$ cat config.mk
export PLATFORM = sky130hd
export DESIGN_NAME = sprite_motion_ctrl
export DESIGN_NICKNAME = d
export VERILOG_FILES = /design/src/rtl/sprite_motion_ctrl.sv
export SDC_FILE = /design/constraint.sdc
export NUM_CORES = 1
export LEC_CHECK = 0
export BUFFER_PORTS_ARGS = -buffer_cell sky130_fd_sc_hd__buf_4
export CAP_MARGIN = 20
export CORE_UTILIZATION = 55
export DETAILED_ROUTE_END_ITERATION = 10
export PLACE_DENSITY = 0.78
export SLEW_MARGIN = 20
export SYNTH_ARGS = -nofsm -noshare
export SYNTH_HDL_FRONTEND = slang
export SYNTH_SLANG_ARGS = --single-unit
$ cat constraint.sdc
create_clock -name clk -period 4.7 [get_ports clk]
set_input_delay 0.705 -clock clk [delete_from_list [all_inputs] [get_ports clk]]
set_output_delay 0.705 -clock clk [all_outputs]
set_load 0.005 [all_outputs]
$ cat src/rtl/sprite_motion_ctrl.sv
// Sprite position controller for the 96x64 OLED.
// Moves the sprite only on frame boundaries: manual, bounce or frozen.
module sprite_motion_ctrl #(
  parameter int SPR_W = 9,
  parameter int SPR_H = 17,
  parameter int X0    = 43,
  parameter int Y0    = 24,
  parameter int STEP  = 2,
  parameter int SPEED = 4
) (
  input  logic        clk,
  input  logic        rst_n,
  input  logic [12:0] pixel_index,
  input  logic [1:0]  mode,
  input  logic        btn_l,
  input  logic        btn_r,
  input  logic        btn_u,
  input  logic        btn_d,
  output logic [6:0]  x,
  output logic [6:0]  y,
  output logic        dir_x,
  output logic        dir_y,
  output logic        frame_tick
);

  typedef enum logic [1:0] {
    MANUAL,
    BOUNCE,
    FROZEN
  } state_e;

  localparam logic signed [7:0] STP = 8'(STEP);
  localparam logic signed [7:0] XMX = 8'(96 - SPR_W);
  localparam logic signed [7:0] YMX = 8'(64 - SPR_H);
  localparam logic [3:0] CNT_TOP = 4'(SPEED - 1);

  state_e      state_q, state_d, mode_st;
  logic [12:0] prev_q;
  logic [3:0]  cnt_q, cnt_d;
  logic [3:0]  pend_q, pend_d;
  logic [6:0]  x_q, x_d, y_q, y_d;
  logic        dx_q, dx_d, dy_q, dy_d;
  logic        tick_q, tick_d;

  logic              boundary;
  logic [3:0]        btns;
  logic signed [7:0] mx, my, bx, by;
  logic signed [7:0] cx, cy;
  logic              x_lo, x_hi, y_lo, y_hi;
  logic [6:0]        x_cl, y_cl;

  assign btns = {btn_l, btn_r, btn_u, btn_d};
  assign boundary = (pixel_index == 13'd0) && (prev_q != 13'd0);

  // Candidate positions for both modes, clamped to the screen.
  always_comb begin
    mx = 8'sd0;
    my = 8'sd0;
    if (pend_q[2] && !pend_q[3]) mx = STP;
    if (pend_q[3] && !pend_q[2]) mx = -STP;
    if (pend_q[0] && !pend_q[1]) my = STP;
    if (pend_q[1] && !pend_q[0]) my = -STP;
    bx = dx_q ? STP : -STP;
    by = dy_q ? STP : -STP;
    if (state_q == BOUNCE) begin
      cx = $signed({1'b0, x_q}) + bx;
      cy = $signed({1'b0, y_q}) + by;
    end else begin
      cx = $signed({1'b0, x_q}) + mx;
      cy = $signed({1'b0, y_q}) + my;
    end
    x_lo = cx < 8'sd0;
    x_hi = cx > XMX;
    y_lo = cy < 8'sd0;
    y_hi = cy > YMX;
    x_cl = x_lo ? 7'd0 : x_hi ? XMX[6:0] : cx[6:0];
    y_cl = y_lo ? 7'd0 : y_hi ? YMX[6:0] : cy[6:0];
  end

  // Mode decode and boundary-time next-state for all registers.
  always_comb begin
    mode_st = mode[1] ? FROZEN : (mode[0] ? BOUNCE : MANUAL);
    state_d = state_q;
    cnt_d   = cnt_q;
    pend_d  = pend_q | btns;
    x_d     = x_q;
    y_d     = y_q;
    dx_d    = dx_q;
    dy_d    = dy_q;
    tick_d  = boundary;
    if (boundary) begin
      pend_d  = btns;
      state_d = mode_st;
      case (state_q)
        MANUAL: begin
          x_d = x_cl;
          y_d = y_cl;
        end
        BOUNCE: begin
          if (cnt_q == CNT_TOP) begin
            cnt_d = 4'd0;
            x_d   = x_cl;
            y_d   = y_cl;
            dx_d  = dx_q ^ (x_lo | x_hi);
            dy_d  = dy_q ^ (y_lo | y_hi);
          end else begin
            cnt_d = cnt_q + 4'd1;
          end
        end
        default: ;
      endcase
      if (mode_st == BOUNCE && state_q != BOUNCE) cnt_d = 4'd0;
    end
  end

  // State, position and frame-tracking registers.
  always_ff @(posedge clk or negedge rst_n) begin
    if (!rst_n) begin
      state_q <= MANUAL;
      prev_q  <= 13'd0;
      cnt_q   <= 4'd0;
      pend_q  <= 4'd0;
      x_q     <= 7'(X0);
      y_q     <= 7'(Y0);
      dx_q    <= 1'b1;
      dy_q    <= 1'b1;
      tick_q  <= 1'b0;
    end else begin
      state_q <= state_d;
      prev_q  <= pixel_index;
      cnt_q   <= cnt_d;
      pend_q  <= pend_d;
      x_q     <= x_d;
      y_q     <= y_d;
      dx_q    <= dx_d;
      dy_q    <= dy_d;
      tick_q  <= tick_d;
    end
  end

  assign x          = x_q;
  assign y          = y_q;
  assign dir_x      = dx_q;
  assign dir_y      = dy_q;
  assign frame_tick = tick_q;

endmodule
# ---- Word-level counts from Yosys, hierarchy flattened
# Index checks and enable logic that the tools add are counted.
dict set report totals {
  register_bits 40
  inputBits 21
  output_inout_bits 17
  wordCells 68
}
dict set report op_classes {
  n_addsub 5
  n_lt_le_gt_ge 4
  eq_ne 5
  mux 22
  n_bitwise 5
  reduce_logical 18
}
# cell count
set op_table {}
lappend op_table {{2-to-1 mux 8 bit} 6}
lappend op_table {{2-to-1 mux 7 bit} 6}
lappend op_table {{adder 8 bit} 4}
lappend op_table {{case mux 7 bit (2 select lines)} 2}
lappend op_table {{less-than comparator 8 x 1 -> 1 bit, second input constant} 2}
lappend op_table {{2-to-1 mux 4 bit} 4}
lappend op_table {{logical NOT 13 bit} 1}
lappend op_table {{nonzero test 13 bit} 1}
lappend op_table {{greater-than comparator 8 x 7 -> 1 bit, second input constant} 1}
lappend op_table {{greater-than comparator 8 bit, second input constant} 1}
lappend op_table {{logical AND 1 bit} 6}
lappend op_table {{2-to-1 mux 2 bit} 3}
lappend op_table {{AND reduction 3 bit} 2}
lappend op_table {{adder 4 x 1 -> 4 bit, second input constant} 1}
lappend op_table {{== test 2 x 1 -> 1 bit, second input constant} 2}
lappend op_table {{== test 4 x 2 -> 1 bit, second input constant} 1}
lappend op_table {{logical NOT 1 bit} 4}
lappend op_table {{!= test 2 x 1 -> 1 bit, second input constant} 2}
lappend op_table {{bitwise OR 4 bit} 1}
lappend op_table {{nonzero test 2 bit} 2}
lappend op_table {{logical NOT 2 bit} 1}
lappend op_table {{bitwise OR 1 bit} 2}
lappend op_table {{AND reduction 2 bit} 1}
lappend op_table {{bitwise XOR 1 bit} 2}
lappend op_table {{2-to-1 mux 1 bit} 1}

# ---- Logic depth before layout (Yosys ltp)
dict set report depth {
  ltp_word 11
  depth_mapped 12
  depth_no_buf 11
}

# ---- Worst setup path after synthesis
# Ideal clock, no wire load.
dict set report synth_path {
  path_kind {flip-flop to flip-flop}
  start {reg state_q[0]}
  end {reg dy_q (netlist: dir_y)}
  t_arrival_ps 2888
  t_required_ps 4624
  path_slack_ps 1735
  path_stages_with_launch 13
  path_buffers 2
  cell_sequence {dfrtp_1 -> nand2b_1 -> buf_2 -> nand2_1 -> o21ai_1 -> ha_1 -> buf_6 -> and2_1 -> a311o_1 -> mux2_4 -> a311o_4 -> nand2b_4 -> a22oi_2}
}
dict set report synth_between {
  elab_chain_len 5
  word_cells_on_any_way 7
}
# item line_no
set synth_lines {}
lappend synth_lines {{start, declared} 37} ;# state_e state_q, state_d, mode_st;
lappend synth_lines {{start signal, assigned} 129} ;# state_q <= state_d;
lappend synth_lines {{== test 2 x 1 -> 1 bit *} {65, 94}}
lappend synth_lines {{2-to-1 mux 8 bit} 65} ;# if (state_q == BOUNCE) begin
lappend synth_lines {{less-than comparator 8 x 1 -> 1 bit or greater-than comparator 8 x 7 -> 1 bit (tied branches)} {74, 75}}
lappend synth_lines {{bitwise OR 1 bit} 105} ;# dy_d = dy_q ^ (y_lo | y_hi);
lappend synth_lines {{bitwise XOR 1 bit} 105}
lappend synth_lines {{end signal, assigned} 136} ;# dy_q <= dy_d;
lappend synth_lines {{end, declared} 42} ;# logic dx_q, dx_d, dy_q, dy_d;
# Mark *: on every way between the ends. The rest lies on a longest branch, timed or not.
# A chain may end at the register's enable or synchronous reset.

# ---- Worst setup path after layout
dict set report layout_path {
  start {reg state_q[1]}
  end {reg dy_q (netlist: dir_y)}
}
# The elaborated chain is that of the path after synthesis.

==> flow_metrics.py <==
metrics = {
    "synth": {
        "synth.distinct_cells": 49,
        "async_flop_share_pct": 100,
        "ys_seq_area_share_pct": 44.7,
        "synth_edf_count": 0,
        "synth_commonest_cells": "32 x dfrtp_1, 30 x nand2_1, 17 x nor2_1",
        "ys_warn_count": 0,
        "syn_area_per_cell_sq_um": 9.93,
        "yosysMostFrequentCell": "dfrtp_1",
        "synth_area_sq_um": 2260,
        "syn_inst": 228,
        "ys_ff_latch": 40,
        "yosysTopAreaCellShare_pct": 35.4,
        "synth_area_leaders": "dfrtp_1 35%, dfstp_2 9.3%, ha_1 8.3%",
        "yosys.area.top_type": "dfrtp_1",
        "syn-num-nets": 266,
        "yosys_most_used_dff": "dfrtp_1",
    },
    "global_route": {
        "overflow": 0,
        "grt.total_usage_pct": 23.5,
        "grt_pass1_wl_um": 7600,
        "grt_pass1_vias": 1703,
        "antenna_found_initial": 0,
        "grt_max_degree": 41,
    },
    "run": {
        "maxCapViolations": 0,
    },
    "clock_network": {
        "cts_root_buf": "clkbuf_8",
        "cts.sinks": 40,
        "cts_setup_buffers": 0,
        "cts_resized": 0,
        "cts_tree": "yes",
        "cts_made_buffers": 5,
        "htree_num_levels": 2,
        "insertion_delay_ns": 0.29,
        "ctsHoldBuffers": 0,
        "clk_path_buf_depth": 2,
        "cts.clk_slew.worst_paths_ns": 0.08,
    },
    "timing": {
        "finalSetupViolCount": 0,
        "post-route-min-period_ns": 3.39,
        "finClkSkew_ns": 0.00818,
        "post-route-period-util_pct": 72.2,
        "hold_viol": 0,
        "tightest_slew_ns": 0.737,
        "setup_ws_ns": 1.31,
        "fmax_ghz": 0.295,
        "finalSetupTns_ns": 0,
        "slew_violations": 0,
        "rsz0062_at_grt": "no",
        "relSlewSlack_pct": 50.6,
    },
    "worst_setup_path": {
        "end_kind": "flop",
        "worstSetupStartpointType": "flop",
        "critPathSlowestCell": "o21ai_1",
        "cpPeakStageDelay_ns": 0.67,
        "path_class": "flop to flop",
        "critPathBufInv": 0,
        "critPathTopFamily": "compound AO/OA/AOI/OAI gates",
        "reg2reg_depth": 9,
        "worstPathArrival_ns": 3.61,
        "r2r-end": "dir_y$_DFFE_PN1P_",
        "cp_cell_sequence": "nand2b_1 > o21ai_1 > ha_1 > and2_1 > a311o_1 > mux2_4 > a311o_4 > nand2b_4 > a22oi_2",
        "r2r_start": "state_q[1]$_DFFE_PN0P_",
        "crit_fanout": 12,
        "crit_required_ns": 4.92,
        "r2r_setup_slack_ns": 1.31,
    },
    "detailed_routing": {
        "wirelength_um": 4570,
        "vias": 1787,
        "first_pass_iters": 5,
        "routedWlPerCell_um": 14.6,
        "drt_iter0_drc": 101,
        "route.detailed.drc": 0,
        "vias_per_cell": 5.69,
        "postRouteAntennaNets": 0,
    },
    "floorplan": {
        "placeableCoreArea_sq_um": 3800,
        "rows": 22,
        "start_util_pct": 59.6,
        "dieArea_sq_um": 4380,
        "io_pins": 38,
        "die_height_um": 66.2,
        "die_w_um": 66.2,
    },
    "cells_and_area": {
        "multi_input_area_sq_um": 1190,
        "diodes": 0,
        "nFillCells": 310,
        "drive_gt1_share_pct": 22.9,
        "synthToLayoutAreaGrowth_pct": 18.0,
        "register_area_sq_um": 1010,
        "layout.nets": 303,
    },
    "power": {
        "p_per_area_nw_per_um2": 241,
        "peakVddDrop_mv": 0.153,
        "p_leak_nw": 1.25,
    },
    "placed_design": {
        "portBuffers": 37,
        "gp_congestion": 0.844,
        "place_hpwl_um": 3420,
        "dp_slack_ns": 1.29,
    },
    "status": {
        "outcome": "complete, no violations",
    },
    "min_path": {
        "hold_class": "input port to asynchronous set/reset pin",
    },
}
registers in the layout (all words and copies together) (netlist names):
signal,flops
cnt_q,4
dir_x,1
dir_y,1
frame_tick,1
pend_q,4
prev_q,13
state_q,2
x,7
y,7
through the flow:
| step | hold slack [ns] | utilization (%) | cell area [sq um] | power [mW] | std cells |
|---|---|---|---|---|---|
| final | 0.371 | 70.3 | 2670 | 0.644 | 314 |
| after global routing | 0.410 | 70.3 | 2670 | 0.671 | 314 |
| after CTS | 0.389 | 70.3 | 2670 | 0.651 | 314 |
| after detailed placement | 0.465 | 67.5 | 2560 | 0.383 | 306 |
| after global placement | 0.461 | 67.5 | 2560 | 0.382 | 306 |
| after floorplan | 0.409 | - | 2260 | 0.361 | 228 |
cell type report:
cell class	instances	share of cell area, %
multi-input combinational	174	44.5
sequential	40	37.8
timing repair buffer	37	10.4
clock buffer	6	2.72
tap	48	2.25
clock inverter	2	1.31
inverter	7	0.984
placed cells by master (no fill, tap or decap), types with 2 or more instances in the layout:
master | Yosys | routed
ha_1 | 15 | 15
nand2_1 | 30 | 30
fa_1 | 2 | 2
a21o_1 | 10 | 10
nand4_1 | 3 | 3
a2111oi_0 | 2 | 2
o21ai_0 | 3 | 3
xnor2_1 | 4 | 4
a41oi_1 | 2 | 2
nor2_1 | 17 | 17
a211oi_1 | 4 | 4
a32o_1 | 2 | 2
clkbuf_8 | 0 | 5
buf_4 | 0 | 37
nor3_1 | 5 | 5
inv_1 | 6 | 6
a311oi_1 | 2 | 2
dfrtp_1 | 32 | 32
nor4_1 | 4 | 4
nor2b_1 | 4 | 4
and2_1 | 5 | 5
o211ai_1 | 2 | 2
o31ai_1 | 2 | 2
a22o_1 | 2 | 2
nand2b_1 | 4 | 4
a21oi_1 | 14 | 14
xor2_1 | 2 | 2
dfstp_2 | 8 | 8
o21ai_1 | 16 | 16
worst max-delay path by stage:
stage                           startpoint                 to  slack, ns  depth (start not counted)
floorplan           state_q[0]$_DFFE_PN0P_  dir_y$_DFFE_PN1P_       1.74                         12
global placement    state_q[1]$_DFFE_PN0P_  dir_y$_DFFE_PN1P_       1.38                          9
detailed placement  state_q[1]$_DFFE_PN0P_  dir_y$_DFFE_PN1P_       1.29                          9
CTS                 state_q[1]$_DFFE_PN0P_  dir_y$_DFFE_PN1P_       1.29                          9
global route        state_q[1]$_DFFE_PN0P_  dir_y$_DFFE_PN1P_       1.09                          9
finish              state_q[1]$_DFFE_PN0P_  dir_y$_DFFE_PN1P_       1.31                          9
kinds of logic after synthesis:
logic type,count (synthesis),synth area share (%)
simple gates,78,16.7
mux,1,0.663
xor+xnor,7,3.04
compound gates,71,22.1
fa+ha+maj,17,10.1
buf+inv,14,2.82
flops,40,44.7
routing by layer:
layer  part of all wire (%)  up-vias  GRT usage (%)  wire, um
li1                       -      907              -         -
met1                     48      821           31.0      2200
met2                     45       50           38.1      2040
met3                    5.6        9           4.31       254
met4                    1.8        0           9.04        84
met5                      0        -              0         0
report_power, final:
part           switching, mW  internal, mW
logic                 0.0120        0.0121
registers            0.00179         0.350
clock network          0.111         0.157
Note: power is estimated with default switching activity, not from simulation.
